### src/rtl/kbd_pkg.sv
// Shared state encodings and default sizing for the keyboard scan-code FIFO.
package kbd_pkg;

  localparam int DEPTH_DEF       = 16;
  localparam int AW_DEF          = 4;
  localparam int ACK_TIMEOUT_DEF = 255;

  localparam logic       U_IDLE  = 1'b0;
  localparam logic       U_ACK   = 1'b1;

  localparam logic [1:0] D_EMPTY = 2'd0;
  localparam logic [1:0] D_SHOW  = 2'd1;
  localparam logic [1:0] D_HOLD  = 2'd2;

endpackage

### src/rtl/kbd_fifo_mem.sv
// DEPTH x 8 scan-code storage: synchronous write, asynchronous read of the head entry.
module kbd_fifo_mem
  import kbd_pkg::*;
#(
  parameter int DEPTH = DEPTH_DEF,
  parameter int AW    = AW_DEF
) (
  input  logic          pclk,
  input  logic          wr_en,
  input  logic [AW-1:0] wr_ptr,
  input  logic [7:0]    wr_data,
  input  logic [AW-1:0] rd_ptr,
  output logic [7:0]    rd_data
);

  logic [7:0] r_mem [DEPTH];

  // NOTE: the array has no reset; pointers and count alone decide which entries are valid.
  always_ff @(posedge pclk) begin
    if (wr_en) r_mem[wr_ptr] <= wr_data;
  end

  assign rd_data = r_mem[rd_ptr];

endmodule

### src/rtl/kbd_scan_fifo.sv
// Scan-code FIFO between keyinterface (pa/irq1/pb7) and the 8255 port A / IRQ1 path.
module kbd_scan_fifo
  import kbd_pkg::*;
#(
  parameter int DEPTH       = DEPTH_DEF,
  parameter int AW          = AW_DEF,
  parameter int ACK_TIMEOUT = ACK_TIMEOUT_DEF
) (
  input  logic        pclk,
  input  logic        reset,
  input  logic [7:0]  kbd_data,
  input  logic        kbd_irq,
  output logic        kbd_ack,
  input  logic        cpu_ack,
  input  logic        flush,
  output logic [7:0]  pa_out,
  output logic        irq_out,
  output logic [AW:0] count,
  output logic        ack_err
);

  localparam int TW = $clog2(ACK_TIMEOUT + 1);

  logic          r_ustate, w_ustate_nxt;
  logic [1:0]    r_dstate, w_dstate_nxt;
  logic [AW-1:0] r_wr_ptr, r_rd_ptr;
  logic [AW:0]   r_count;
  logic [TW-1:0] r_ack_timer;
  logic          r_cpu_ack_prev, r_irq_stale, r_ack_err;
  logic [7:0]    r_pa_out, w_head;
  logic          w_full, w_accept, w_push, w_pop, w_cpu_rise, w_timeout, w_load;

  assign w_full     = (r_count == (AW+1)'(DEPTH));
  // A byte left pending after a timeout must not be taken twice; wait for irq to drop.
  assign w_accept   = (r_ustate == U_IDLE) && kbd_irq && !w_full && !r_irq_stale;
  assign w_push     = w_accept && !flush;
  assign w_cpu_rise = cpu_ack && !r_cpu_ack_prev;
  assign w_pop      = (r_dstate == D_SHOW) && w_cpu_rise && !flush;
  assign w_timeout  = (r_ustate == U_ACK) && kbd_irq && (r_ack_timer == TW'(ACK_TIMEOUT - 1));
  assign w_load     = (r_dstate != D_SHOW) && (w_dstate_nxt == D_SHOW);

  kbd_fifo_mem #(.DEPTH(DEPTH), .AW(AW)) u_mem (
    .pclk    (pclk),
    .wr_en   (w_push),
    .wr_ptr  (r_wr_ptr),
    .wr_data (kbd_data),
    .rd_ptr  (r_rd_ptr),
    .rd_data (w_head)
  );

  // NOTE: sequential state uses non-blocking assignments so every register samples pre-edge values.
  always_ff @(posedge pclk or posedge reset) begin
    if (reset) begin
      r_ustate <= U_IDLE;
      r_dstate <= D_EMPTY;
    end else begin
      r_ustate <= w_ustate_nxt;
      r_dstate <= w_dstate_nxt;
    end
  end

  // NOTE: each always_comb assigns its outputs a default first so no latch is inferred.
  always_comb begin
    w_ustate_nxt = r_ustate;
    case (r_ustate)
      U_IDLE:  if (w_accept) w_ustate_nxt = U_ACK;
      U_ACK:   if (!kbd_irq || w_timeout) w_ustate_nxt = U_IDLE;
      default: w_ustate_nxt = U_IDLE;
    endcase
  end

  always_comb begin
    w_dstate_nxt = r_dstate;
    if (flush) begin
      w_dstate_nxt = D_EMPTY;
    end else begin
      case (r_dstate)
        D_EMPTY: if (r_count != '0) w_dstate_nxt = D_SHOW;
        D_SHOW:  if (w_cpu_rise) w_dstate_nxt = D_HOLD;
        D_HOLD:  if (!cpu_ack) w_dstate_nxt = (r_count != '0) ? D_SHOW : D_EMPTY;
        default: w_dstate_nxt = D_EMPTY;
      endcase
    end
  end

  always_comb begin
    kbd_ack = (r_ustate == U_ACK);
    irq_out = (r_dstate == D_SHOW);
    pa_out  = r_pa_out;
    count   = r_count;
    ack_err = r_ack_err;
  end

  always_ff @(posedge pclk or posedge reset) begin
    if (reset) begin
      r_wr_ptr <= '0;
      r_rd_ptr <= '0;
      r_count  <= '0;
    end else if (flush) begin
      r_wr_ptr <= '0;
      r_rd_ptr <= '0;
      r_count  <= '0;
    end else begin
      if (w_push) r_wr_ptr <= r_wr_ptr + AW'(1);
      if (w_pop)  r_rd_ptr <= r_rd_ptr + AW'(1);
      r_count <= r_count + (AW+1)'(w_push) - (AW+1)'(w_pop);
    end
  end

  always_ff @(posedge pclk or posedge reset) begin
    if (reset) begin
      r_pa_out       <= 8'h00;
      r_cpu_ack_prev <= 1'b0;
      r_ack_timer    <= '0;
      r_irq_stale    <= 1'b0;
      r_ack_err      <= 1'b0;
    end else begin
      r_cpu_ack_prev <= cpu_ack;
      if (w_load) r_pa_out <= w_head;
      r_ack_timer <= (r_ustate == U_ACK) ? r_ack_timer + TW'(1) : '0;
      if (w_timeout) begin
        r_ack_err   <= 1'b1;
        r_irq_stale <= 1'b1;
      end else if (!kbd_irq) begin
        r_irq_stale <= 1'b0;
      end
    end
  end

endmodule
### config.mk
export PLATFORM = sky130hd
export DESIGN_NAME = kbd_scan_fifo
export DESIGN_NICKNAME = d
export VERILOG_FILES = /design/src/rtl/kbd_pkg.sv /design/src/rtl/kbd_fifo_mem.sv /design/src/rtl/kbd_scan_fifo.sv
export SDC_FILE = /design/constraint.sdc
export NUM_CORES = 1
export LEC_CHECK = 0
export CAP_MARGIN = 20
export CORE_MARGIN = 3
export CORE_UTILIZATION = 54
export CTS_CLUSTER_SIZE = 20
export DETAILED_ROUTE_END_ITERATION = 10
export GPL_ROUTABILITY_DRIVEN = 0
export GPL_TIMING_DRIVEN = 0
export PLACE_DENSITY = 0.75
export REMOVE_ABC_BUFFERS = 1
export SETUP_SLACK_MARGIN = 0.1
export SYNTH_ARGS = -nofsm -noshare
export SYNTH_HDL_FRONTEND = slang
export SYNTH_SLANG_ARGS = --single-unit
### constraint.sdc
create_clock -name pclk -period 2.6 [get_ports pclk]
set_input_delay 0.26 -clock pclk [delete_from_list [all_inputs] [get_ports pclk]]
set_output_delay 0.26 -clock pclk [all_outputs]
set_load 0.1 [all_outputs]
Yosys cells after proc, flatten, opt, wreduce, memory -nomap -nowiden:

Memories as Yosys holds them, arrays and structs flattened. A register that Yosys moved wholly into a read port is not among the register bits.
Index checks and enable logic that the tools add are counted.

* flip-flop bits (word level): 27
* memory bits (writable): 128
* input port bits: 13
* output and inout bits: 16
* logic and storage cells: 62
* memories kept: 1

Memory list
* u_mem.r_mem: depth 16, width 8, read ports 1, clocked after Yosys merged registers in 1, write ports 1, RTL line kbd_fifo_mem.sv:16 `logic [7:0] r_mem [DEPTH];`

* add/subtract/negate cells: 5
* equality and inequality tests: 7
* mux-type cells: 19
* bitwise logic cells: 1
* reductions and logical operators: 20

Operators with widths (number)
* 2-to-1 mux 4 bit: 4
* logical AND 1 bit: 10
* adder 4 x 1 -> 4 bit (second input constant): 2
* adder 8 x 1 -> 8 bit (second input constant): 1
* equality test 8 bit (second input constant): 1
* 2-to-1 mux 2 bit: 4
* 2-to-1 mux 8 bit: 1
* 2-to-1 mux 1 bit: 7
* case mux 2 bit (3 select lines): 1
* adder 5 x 1 -> 5 bit: 1
* equality test 5 bit (second input constant): 1
* zero test 1 bit: 5
* 2-to-1 mux 5 bit: 1
* nonzero test 5 bit: 1
* subtractor 5 x 1 -> 5 bit: 1
* equality test 2 x 1 -> 1 bit (second input constant): 2
* inequality test 2 x 1 -> 1 bit (second input constant): 2
* nonzero test 2 bit: 2
* equality test 2 bit (second input constant): 1
* zero test 2 bit: 1
* case mux 1 bit (2 select lines): 1
* logical OR 1 bit: 1
* inverter 1 bit: 1

Logic depth before layout (Yosys ltp):

Gate-level depths: netlist (run 1).

* word-level depth: 8
* mapped depth: 14
* gate-level depth less buffers: 14

By module:

A second synthesis (run 1) with hierarchy kept.

* cell total of the unflattened synthesis: 371
* area total of the unflattened synthesis: 6705.2 um^2

Modules (own cells, without submodules)
* kbd_fifo_mem: instances 1, cells an instance 221, area an instance 4987.3 um^2, sequential area each 3843.7 um^2
* kbd_scan_fifo: instances 1, cells an instance 150, area an instance 1717.9 um^2, sequential area each 875.8 um^2

Worst setup path before layout (run 1):

OpenSTA, ideal clock, no wires.

* kind: reg-to-reg
* start: reg r_count[2] (netlist: count[2])
* end: reg r_count[4] (netlist: count[4])
* library setup time: 0.133 ns
* arrival time: 3.137 ns
* data required time: 2.467 ns
* slack: -0.670 ns
* cell stages (with the launch flop): 15
* buffers on the path: 0
* period minus slack after synthesis: 3.270 ns
* path through: dfrtp_1 inv_1 ha_1 and4bb_2 nor3_2 inv_1 ha_1 inv_1 ha_1 inv_1 fa_1 nor2b_1 o21bai_1 a21oi_1 nor3b_1

* word-level cells in the longest chain between the ends: 8

RTL lines
* start, declared: RTL line kbd_scan_fifo.sv:27 `logic [AW:0] r_count;`
* start signal, assigned: RTL line kbd_scan_fifo.sv:106 `r_count <= r_count + (AW+1)'(w_push) - (AW+1)'(w_pop);`
* equality test 5 bit: RTL line kbd_scan_fifo.sv:33 `assign w_full = (r_count == (AW+1)'(DEPTH));`
* zero test 1 bit: RTL line kbd_scan_fifo.sv:35 `assign w_accept = (r_ustate == U_IDLE) && kbd_irq && !w_full && !r_irq_stale;`
* logical AND 1 bit (2 in series): RTL line kbd_scan_fifo.sv:35
* logical AND 1 bit: RTL line kbd_scan_fifo.sv:36 `assign w_push = w_accept && !flush;`
* adder 5 x 1 -> 5 bit *: RTL line kbd_scan_fifo.sv:106
* subtractor 5 x 1 -> 5 bit *: RTL line kbd_scan_fifo.sv:106
* 2-to-1 mux 5 bit *: RTL line kbd_scan_fifo.sv:99 `end else if (flush) begin`

Every way passes the cells marked *; elsewhere a longest branch is shown, timed or not.
A chain may end at the register's enable or synchronous reset.

Final worst setup path (run 1):

* start: reg r_irq_stale
* end: reg r_count[4] (netlist: count[4])

* word-level cells in the longest chain between the ends: 6

RTL lines
* start, declared: RTL line kbd_scan_fifo.sv:29 `logic r_cpu_ack_prev, r_irq_stale, r_ack_err;`
* start signal, assigned: RTL line kbd_scan_fifo.sv:115 `r_irq_stale <= 1'b0;`
* start signal, assigned: RTL line kbd_scan_fifo.sv:123 `r_irq_stale <= 1'b1;`
* start signal, assigned: RTL line kbd_scan_fifo.sv:125 `r_irq_stale <= 1'b0;`
* zero test 1 bit: RTL line kbd_scan_fifo.sv:35
* logical AND 1 bit: RTL line kbd_scan_fifo.sv:35
* logical AND 1 bit: RTL line kbd_scan_fifo.sv:36
* adder 5 x 1 -> 5 bit: RTL line kbd_scan_fifo.sv:106
* subtractor 5 x 1 -> 5 bit: RTL line kbd_scan_fifo.sv:106
* 2-to-1 mux 5 bit: RTL line kbd_scan_fifo.sv:99

No other way between the ends.

==> impl_metrics.toml, run 1 <==
[finish]
fin_util_pct = 65.8
synthToLayoutAreaGrowth_pct = 18.0
ff_latch_area_sq_um = 4720
diodes = 0
fillers = 826
nets = 455
drive_gt1_share_pct = 23.8
multi_input_area_sq_um = 1990

[grt]
grt_pass1_wl_um = 19600
grt_usage_pct = 19.2
antenna_found_initial = 0
grt_overflow = 0
grt_start_max_net_pins = 36
grt_pass1_vias = 3522

[routing]
vias = 3425
drtAntennaViolNets = 0
wire_per_inst_um = 20.7
vias_per_cell = 5.62
drc = 0
first_pass_iters = 4
routed_wl_um = 12600
first_iter_violations = 231

[logic_synthesis]
async_flop_share_pct = 21.5
synth_area_sq_um = 6780
yosysWarningCount = 0
synth_top_cell_by_area = "edfxtp_1"
syn_inst = 383
synth_cell_types = 43
ys_seq_area_share_pct = 69.6
ys_ff_latch = 163
synth_ff_type = "edfxtp_1"
synth.area.top_cells = "edfxtp_1, dfrtp_1, mux4_2"
synth_edf_count = 128
synth_top_area_share_pct = 56.7
syn_avg_cell_area_sq_um = 17.7

[floorplan]
die_w_um = 118
io_pins = 29
die_area_sq_um = 13900
fp-row-count = 40
die_height_um = 118
core_sq_um = 12200
start_util_pct = 55.7

[clock_tree]
clk_latency_ps = 430
cts-htree-levels = 4
cts_hold_buffers = 0
root_buffer = "clkbuf_16"
cts_tree = "yes"
clock-sinks = 163
cts_buffers = 17
clkTransAtPathRegs_ps = 60
clockBufferDepth = 2

[worst_setup_path]
cp_common_cell = "inv_2"
required_ps = 2880
worst_path_largest_cell_delay_ps = 430
crit_type = "flop to flop"
path_max_fanout = 4
crit_path_end_kind = "flop"
path_buf_inv = 3
path_cells = "or3b_4, nor3_4, inv_2, ha_4, inv_2, ha_4, inv_2, fa_2, nor2b_2, o21bai_1, a21oi_2, nor3b_2"
crit_arrival_ps = 2790
start_kind = "flop"
path_delay_family = "simple AND/OR/NAND/NOR gates"
slowest_stage = "or3b_4"

[timing]
max_freq_mhz = 400
setup_violations = 0
fin_crit_sh_pct = 96.3
clock_skew_ps = 14.4
relSlewSlack_pct = 34.8
fin_hold_ws_ps = 303
slew_violations = 0
fin_tns_setup_ps = 0
post-route-min-period_ps = 2500
tightest_slew_ps = 974
fin_ws_ps = 97.0
hold_viol = 0
rsz0062_at_grt = "true"

[pwr]
p_leak_uw = 0.00282
p_per_area_nw_per_um2 = 910
ir_worst_vdd_mv = 0.990
power_uw = 7280

[run]
maxCapViolations = 0

[place]
io_buffers = 28
dp_hpwl_um = 7750
place_ws_ps = -837

[min_path]
hold_class = "input port to asynchronous set/reset pin"

[run_status]
status = "finished, final reports clean"
[worst paths after layout]
check,start,slack (ps),to,depth (start not counted)
hold / removal,reset,300,count[1],2
min in group pclk,cpu_ack,390,r_cpu_ack_prev,1
max in group asynchronous,reset,1740,r_rd_ptr[0],2
setup reg to reg,r_irq_stale,100,count[4],12
hold reg to reg,ack_err,480,ack_err,1
setup / recovery,r_irq_stale,100,count[4],12
[sequential cells by signal, summed over array words and instances (netlist names), 2 cells and up]
name and cells:
u_mem.r_mem 128, pa_out 8, r_ack_timer 8, count 5, r_rd_ptr 4, r_wr_ptr 4, r_dstate 2
[repair_timing]
item                       CTS  global route
buffers inserted             9             0
resized for setup           16            13
pin swaps                    7             1
setup endpoints to repair   38            71
[cells by family (layout without fill, tap and decap cells)]
family,count (synthesis),in the layout,synth area share [%]
compound gates,27,27,2.77
xor+xnor,14,14,1.81
fa+ha+maj,14,14,2.70
buf+inv,35,93,2.70
flops,163,163,69.6
mux,47,47,13.4
simple gates,83,83,7.02
[synthesized netlist by cell type, types with 6 or more instances]
cell / n
buf_2: 6
dfrtp_1: 35
clkbuf_1: 6
ha_1: 13
xnor2_1: 10
inv_1: 17
nand2_1: 7
nor2b_1: 13
a211o_1: 6
a22o_1: 6
nand3_1: 7
mux4_2: 23
edfxtp_1: 128
nor2_1: 17
mux2i_1: 13
a21oi_1: 10
mux4_1: 9
and2_1: 14
[power breakdown]
group          switching (uW)  internal (uW)
clock network            1050           1300
registers                 142           2970
logic                    1200            618
total                    2390           4890
[routing by layer]
| metal | vias to the layer above | global-route usage [%] | part of all wire [%] |
|---|---|---|---|
| met5 | - | 0 | 0 |
| met4 | 0 | 6.89 | 1.3 |
| met3 | 10 | 5.67 | 5.3 |
| met2 | 104 | 31.2 | 52 |
| met1 | 1738 | 25.0 | 41 |
| li1 | 1573 | - | - |
[placed cells by master (no fill, tap or decap), types with 7 or more instances in the layout]
master           netlist  final
edfxtp_1             128    128
dfrtp_1               35     33
clkdlybuf4s50_1        0     26
mux4_2                23     23
clkbuf_16              0     17
mux2i_1               13     13
nor2_1                17     13
buf_4                  0     13
inv_1                 17     12
nor2b_1               13     11
xnor2_1               10     10
and2_1                14     10
ha_1                  13     10
a21oi_1               10      9
mux4_1                 9      9
nand2_1                7      7
nand3_1                7      7
[through the flow]
stage | std cells | cell area, sq um
finish | 609 | 8000
detailed placement | 568 | 7270
floorplan | 365 | 6660
CTS | 609 | 7970
global placement | 561 | 7150
global route | 609 | 8000
[final cells by class]
cell class                 instances  area share, %
clock buffer                      19           5.66
tap                              168           2.63
clock inverter                    13           1.49
sequential                       163           59.0
inverter                          17          0.798
multi-input combinational        185           24.8
timing repair buffer              44           5.57
(Power assumes the default switching activity.)
==> run 2: changes to the inputs <==
ABC_CLOCK_PERIOD_IN_PS = 2600   (was not set)
SLEW_MARGIN = 20   (was not set)
==> run 2 against run 1 <==
Net effect:
- core utilization is 0.093 points higher
- via count rose by 0.20%
- sequential cell count stayed put
- die area did not move
- final area rose by 0.14%
- power rose by 1.9%
- sequential power barely moved
- register-to-register slack lost 60 ps
- first-iteration DRC count up 55%
- sequential share of layout area decreased by 0.052 points
- worst hold slack worse by 150 ps
==> impl_metrics.toml, run 2 (synthesized netlist as in run 1, its figures left out) <==
[run_status]
status = "finished, final reports clean"

[clock_tree]
cts_hold_buffers = 0
clkTransAtPathRegs_ps = 60
root_buffer = "clkbuf_16"
cts_buffers = 17
cts-htree-levels = 4
cts_tree = "yes"
clock-sinks = 163
clk_latency_ps = 420
clockBufferDepth = 2

[pwr]
combinationalPowerShare_pct = 24.8
p_leak_uw = 0.00284
switchingPower_uw = 2350
ir_worst_vdd_mv = 0.784
p_int_uw = 5070
p_seq_share_pct = 42.0
p_sw_share_pct = 31.7
p_per_area_nw_per_um2 = 926
pwr-share-clk_pct = 33.2

[timing]
hold_viol = 0
post-route-min-period_ps = 2560
clock_skew_ps = 10.5
slew_violations = 0
relSlewSlack_pct = 34.5
tightest_slew_ps = 980
fin_ws_ps = 35.9
rsz0062_at_grt = "true"
max_freq_mhz = 390
fin_crit_sh_pct = 98.6
setup_violations = 0

[routing]
wire_per_inst_um = 20.1
first_iter_violations = 359
first_pass_iters = 4
drtAntennaViolNets = 0
vias = 3432
routed_wl_um = 12300
drc = 0
vias_per_cell = 5.62

[finish]
largest_reg_flops = 128
fin_area_sq_um = 8010
multi_input_area_sq_um = 1980
fin_util_pct = 65.9
fillers = 825
ff_latch_area_sq_um = 4720
diodes = 0
final_cell_mix = "edfxtp_1, dfrtp_1, clkdlybuf4s50_1, mux4_2, clkbuf_16"
nets = 457
largest-register = "u_mem.r_mem"
synthToLayoutAreaGrowth_pct = 18.2
fin_cells = 611
drive_gt1_share_pct = 23.7
final_common_cell = "edfxtp_1"

[worst_setup_path]
path_max_fanout = 8
crit_arrival_ps = 2600
start_kind = "flop"
crit_path_end_kind = "flop"
crit_type = "flop to flop"
required_ps = 2640

[place]
io_buffers = 28
place_ws_ps = -758
dp.cells = 567
dp_hpwl_um = 7590
place_area_sq_um = 7250

[grt]
antenna_found_initial = 0
grt_pass1_wl_um = 19700
grt_usage_pct = 19.2
grt_overflow = 0
grt_start_max_net_pins = 33
grt_pass1_vias = 3614

[floorplan]
fp-row-count = 40
io_pins = 29
die_area_sq_um = 13900
start_util_pct = 55.7
die_height_um = 118
core_sq_um = 12200
die_w_um = 118

[run]
maxCapViolations = 0

[min_path]
hold_class = "input port to asynchronous set/reset pin"
## run 2: path summary, 6_finish.rpt
| kind | end | startpoint | slack, ps | depth (start not counted) |
|---|---|---|---|---|
| setup / recovery | u_mem.r_mem[6][6] | r_irq_stale | 40 | 6 |
| hold / removal | count[0] | reset | 150 | 2 |
| min in group pclk | r_cpu_ack_prev | cpu_ack | 410 | 1 |
| hold reg to reg | ack_err | ack_err | 480 | 1 |
| max in group asynchronous | kbd_ack | reset | 1990 | 3 |
| setup reg to reg | u_mem.r_mem[6][6] | r_irq_stale | 40 | 6 |
## run 2: worst max-delay path, stage by stage (launching register included)
cell and delay (ps):
dfrtp_1 380, or3b_4 420, nor3_4 210, buf_4 150, buf_4 100, nand3b_1 140, nor2_1 780
## run 2: routing by layer
| metal | track usage, % | part of all wire, % |
|---|---|---|
| met4 | 6.30 | 1.2 |
| met5 | 0 | 0 |
| met1 | 24.5 | 41 |
| met3 | 5.48 | 5.2 |
| met2 | 31.9 | 52 |
## run 2: what timing repair did
item	in CTS	in global routing
resized for setup	16	10
buffers inserted	12	0
endpoints found under the setup margin	41	75
pin swaps	7	0
## run 2: area by class of cell
| class | instances | share of cell area (%) |
|---|---|---|
| flip-flops and latches | 163 | 59.0 |
| multi-input cells | 185 | 24.7 |
| repair buffers | 46 | 5.56 |
| clock buffers | 19 | 5.53 |
| well taps | 168 | 2.62 |
| clock inverters | 13 | 1.81 |
| inverters | 17 | 0.797 |
## run 2: through the flow
stage / total power, uW / hold WS, ps / TNS [ps]
floorplan: 4410 / 291 / -24610
finish: 7420 / 154 / 0
detailed placement: 4860 / 457 / -14780
CTS: 7430 / 163 / 0
global route: 7710 / 168 / -840
global placement: 4800 / 453 / -43450
## run 2: power by group through the flow
stage	clock network, uW	registers (uW)	logic, uW
after floorplan	0	3790	621
after global placement	0	3200	1600
after detailed placement	0	3180	1680
after CTS	2490	3120	1820
after global routing	2620	3140	1960
final	2460	3120	1840
==> run 3: changes to the inputs <==
CORE_MARGIN = not set   (was 3)
==> run 3 against run 2 <==
Net effect:
- final area up 0.39%
- final cell count shrank 0.16%
- clock power is 4% higher
- first-iteration DRC count is 35% lower
- sequential power barely moved
- non-clock buffer count is 1 lower
==> impl_metrics.toml, run 3 (synthesized netlist as in run 1, its figures left out) <==
[finish]
diodes = 0
largest_reg_flops = 128
drive_gt1_share_pct = 23.8
nets = 456
fin_area_sq_um = 8040
final_common_cell = "edfxtp_1"
final_cell_mix = "edfxtp_1, dfrtp_1, clkdlybuf4s50_1, mux4_2, clkbuf_16"
synthToLayoutAreaGrowth_pct = 18.7
largest-register = "u_mem.r_mem"
fillers = 842
fin_cells = 610

[clock_tree]
cts_hold_buffers = 0
clkTransAtPathRegs_ps = 60
clock-sinks = 163
clockBufferDepth = 2
root_buffer = "clkbuf_16"
cts_tree = "yes"
clk_latency_ps = 410
cts_buffers = 17
cts-htree-levels = 4

[grt]
grt_most_used_layer = "met2"
antenna_found_initial = 0
grt_overflow = 0
gr-usage-met1_pct = 26.2
grtUsageMet2_pct = 40.6
grt_start_max_net_pins = 33
grt_usage_pct = 22.4
grt_pass1_wl_um = 20500
grt_pass1_vias = 3836
use_met3_pct = 5.63

[timing]
rsz0062_at_grt = "true"
fin_ws_ps = 23.0
tightest_slew_ps = 973
clock_skew_ps = 11.3
post-route-min-period_ps = 2580
hold_viol = 0
setup_violations = 0
max_freq_mhz = 388
relSlewSlack_pct = 34.9
slew_violations = 0
fin_tns_setup_ps = 0
fin_crit_sh_pct = 99.1

[routing]
vias_per_cell = 5.68
wire_per_inst_um = 21.0
drtAntennaViolNets = 0
first_iter_violations = 232
vias = 3462
drc = 0
routed_wl_um = 12800
first_pass_iters = 4

[run_status]
status = "finished, final reports clean"

[worst_setup_path]
critPathLaunch = "r_irq_stale"
crit_path_end_kind = "flop"
crit_arrival_ps = 2850
r2r_start = "r_irq_stale"
path_max_fanout = 2
worst_path_largest_cell_delay_ps = 440
required_ps = 2870
start_kind = "flop"
rrSetupSlack_ps = 20
crit_type = "flop to flop"
endpoint = "count[4]"
slowest_stage = "or3b_4"
cp_common_cell = "inv_2"
path_cells = "or3b_4, nor3_4, inv_2, ha_4, inv_2, ha_4, inv_2, fa_2, nor2b_2, o21bai_1, a21oi_1, nor3b_2"
worstRegToRegCells = 12
r2r-end = "count[4]"

[floorplan]
die_area_sq_um = 13000
die_height_um = 114
io_pins = 29
core_sq_um = 12100
fp-row-count = 40
die_w_um = 114
start_util_pct = 56.0

[pwr]
ir_worst_vdd_mv = 0.816
switchingPower_uw = 2310
pwr-share-clk_pct = 34.0
p_seq_share_pct = 41.4
power_uw = 7550
p_per_area_nw_per_um2 = 939
p_leak_uw = 0.00284
p_int_uw = 5250
p_sw_share_pct = 30.5
combinationalPowerShare_pct = 24.6

[place]
io_buffers = 28
dp_hpwl_um = 7610
place_area_sq_um = 7250
dp.cells = 567
place_ws_ps = -845

[min_path]
hold_class = "input port to asynchronous set/reset pin"

[run]
maxCapViolations = 0
## run 3: worst max-delay path: cells and delay by family (launching register included)
| kind | cells | cell delay [ps] |
|---|---|---|
| adder cells (fa/ha/maj) | 3 | 700 |
| buffers and inverters | 3 | 190 |
| AND/OR/NAND/NOR | 4 | 890 |
| flip-flops | 1 | 380 |
| AO/OA/AOI/OAI | 2 | 290 |
## run 3: worst min-delay path by stage
stage	endpoint	slack, ps	cells after the start
after detailed placement	r_irq_stale	460	2
final	r_wr_ptr[1]	140	2
after CTS	r_ack_timer[4]	140	2
after global routing	r_wr_ptr[0]	180	2
after floorplan	r_cpu_ack_prev	290	0
after global placement	ack_err	450	1
## run 3: per-stage QoR
stage                     util, %  hold slack [ps]
after floorplan                 -              291
after CTS                    66.2              135
after detailed placement     59.8              464
after global placement       59.0              452
after global routing         66.4              181
final                        66.4              140
## run 3: layout make-up
class / count / area, sq um / area share, %
clock buffer: 22 / 494 / 6.14
clock inverter: 10 / 128 / 1.59
inverter: 17 / 63.8 / 0.793
multi-input combinational: 185 / 1990 / 24.7
sequential: 163 / 4720 / 58.7
tap: 168 / 210 / 2.61
timing repair buffer: 45 / 437 / 5.43
## run 3: timing repair
item,in CTS,in global routing
setup buffers,11,0
endpoints found under the setup margin,66,76
pin swaps,7,0
gates cloned,0,0
resized for setup,16,11
## run 3: per-layer routing
metal	share of wire [%]	wire, um
met4	0.98	126
met5	0	0
met3	6.1	786
met2	55	7030
met1	38	4890
## run 3: power groups by stage
stage | registers [uW] | logic (uW) | clock network, uW
after CTS | 3120 | 1850 | 2610
final | 3120 | 1860 | 2570
after floorplan | 3790 | 621 | 0
after global routing | 3150 | 1990 | 2720
after global placement | 3200 | 1610 | 0
after detailed placement | 3180 | 1690 | 0
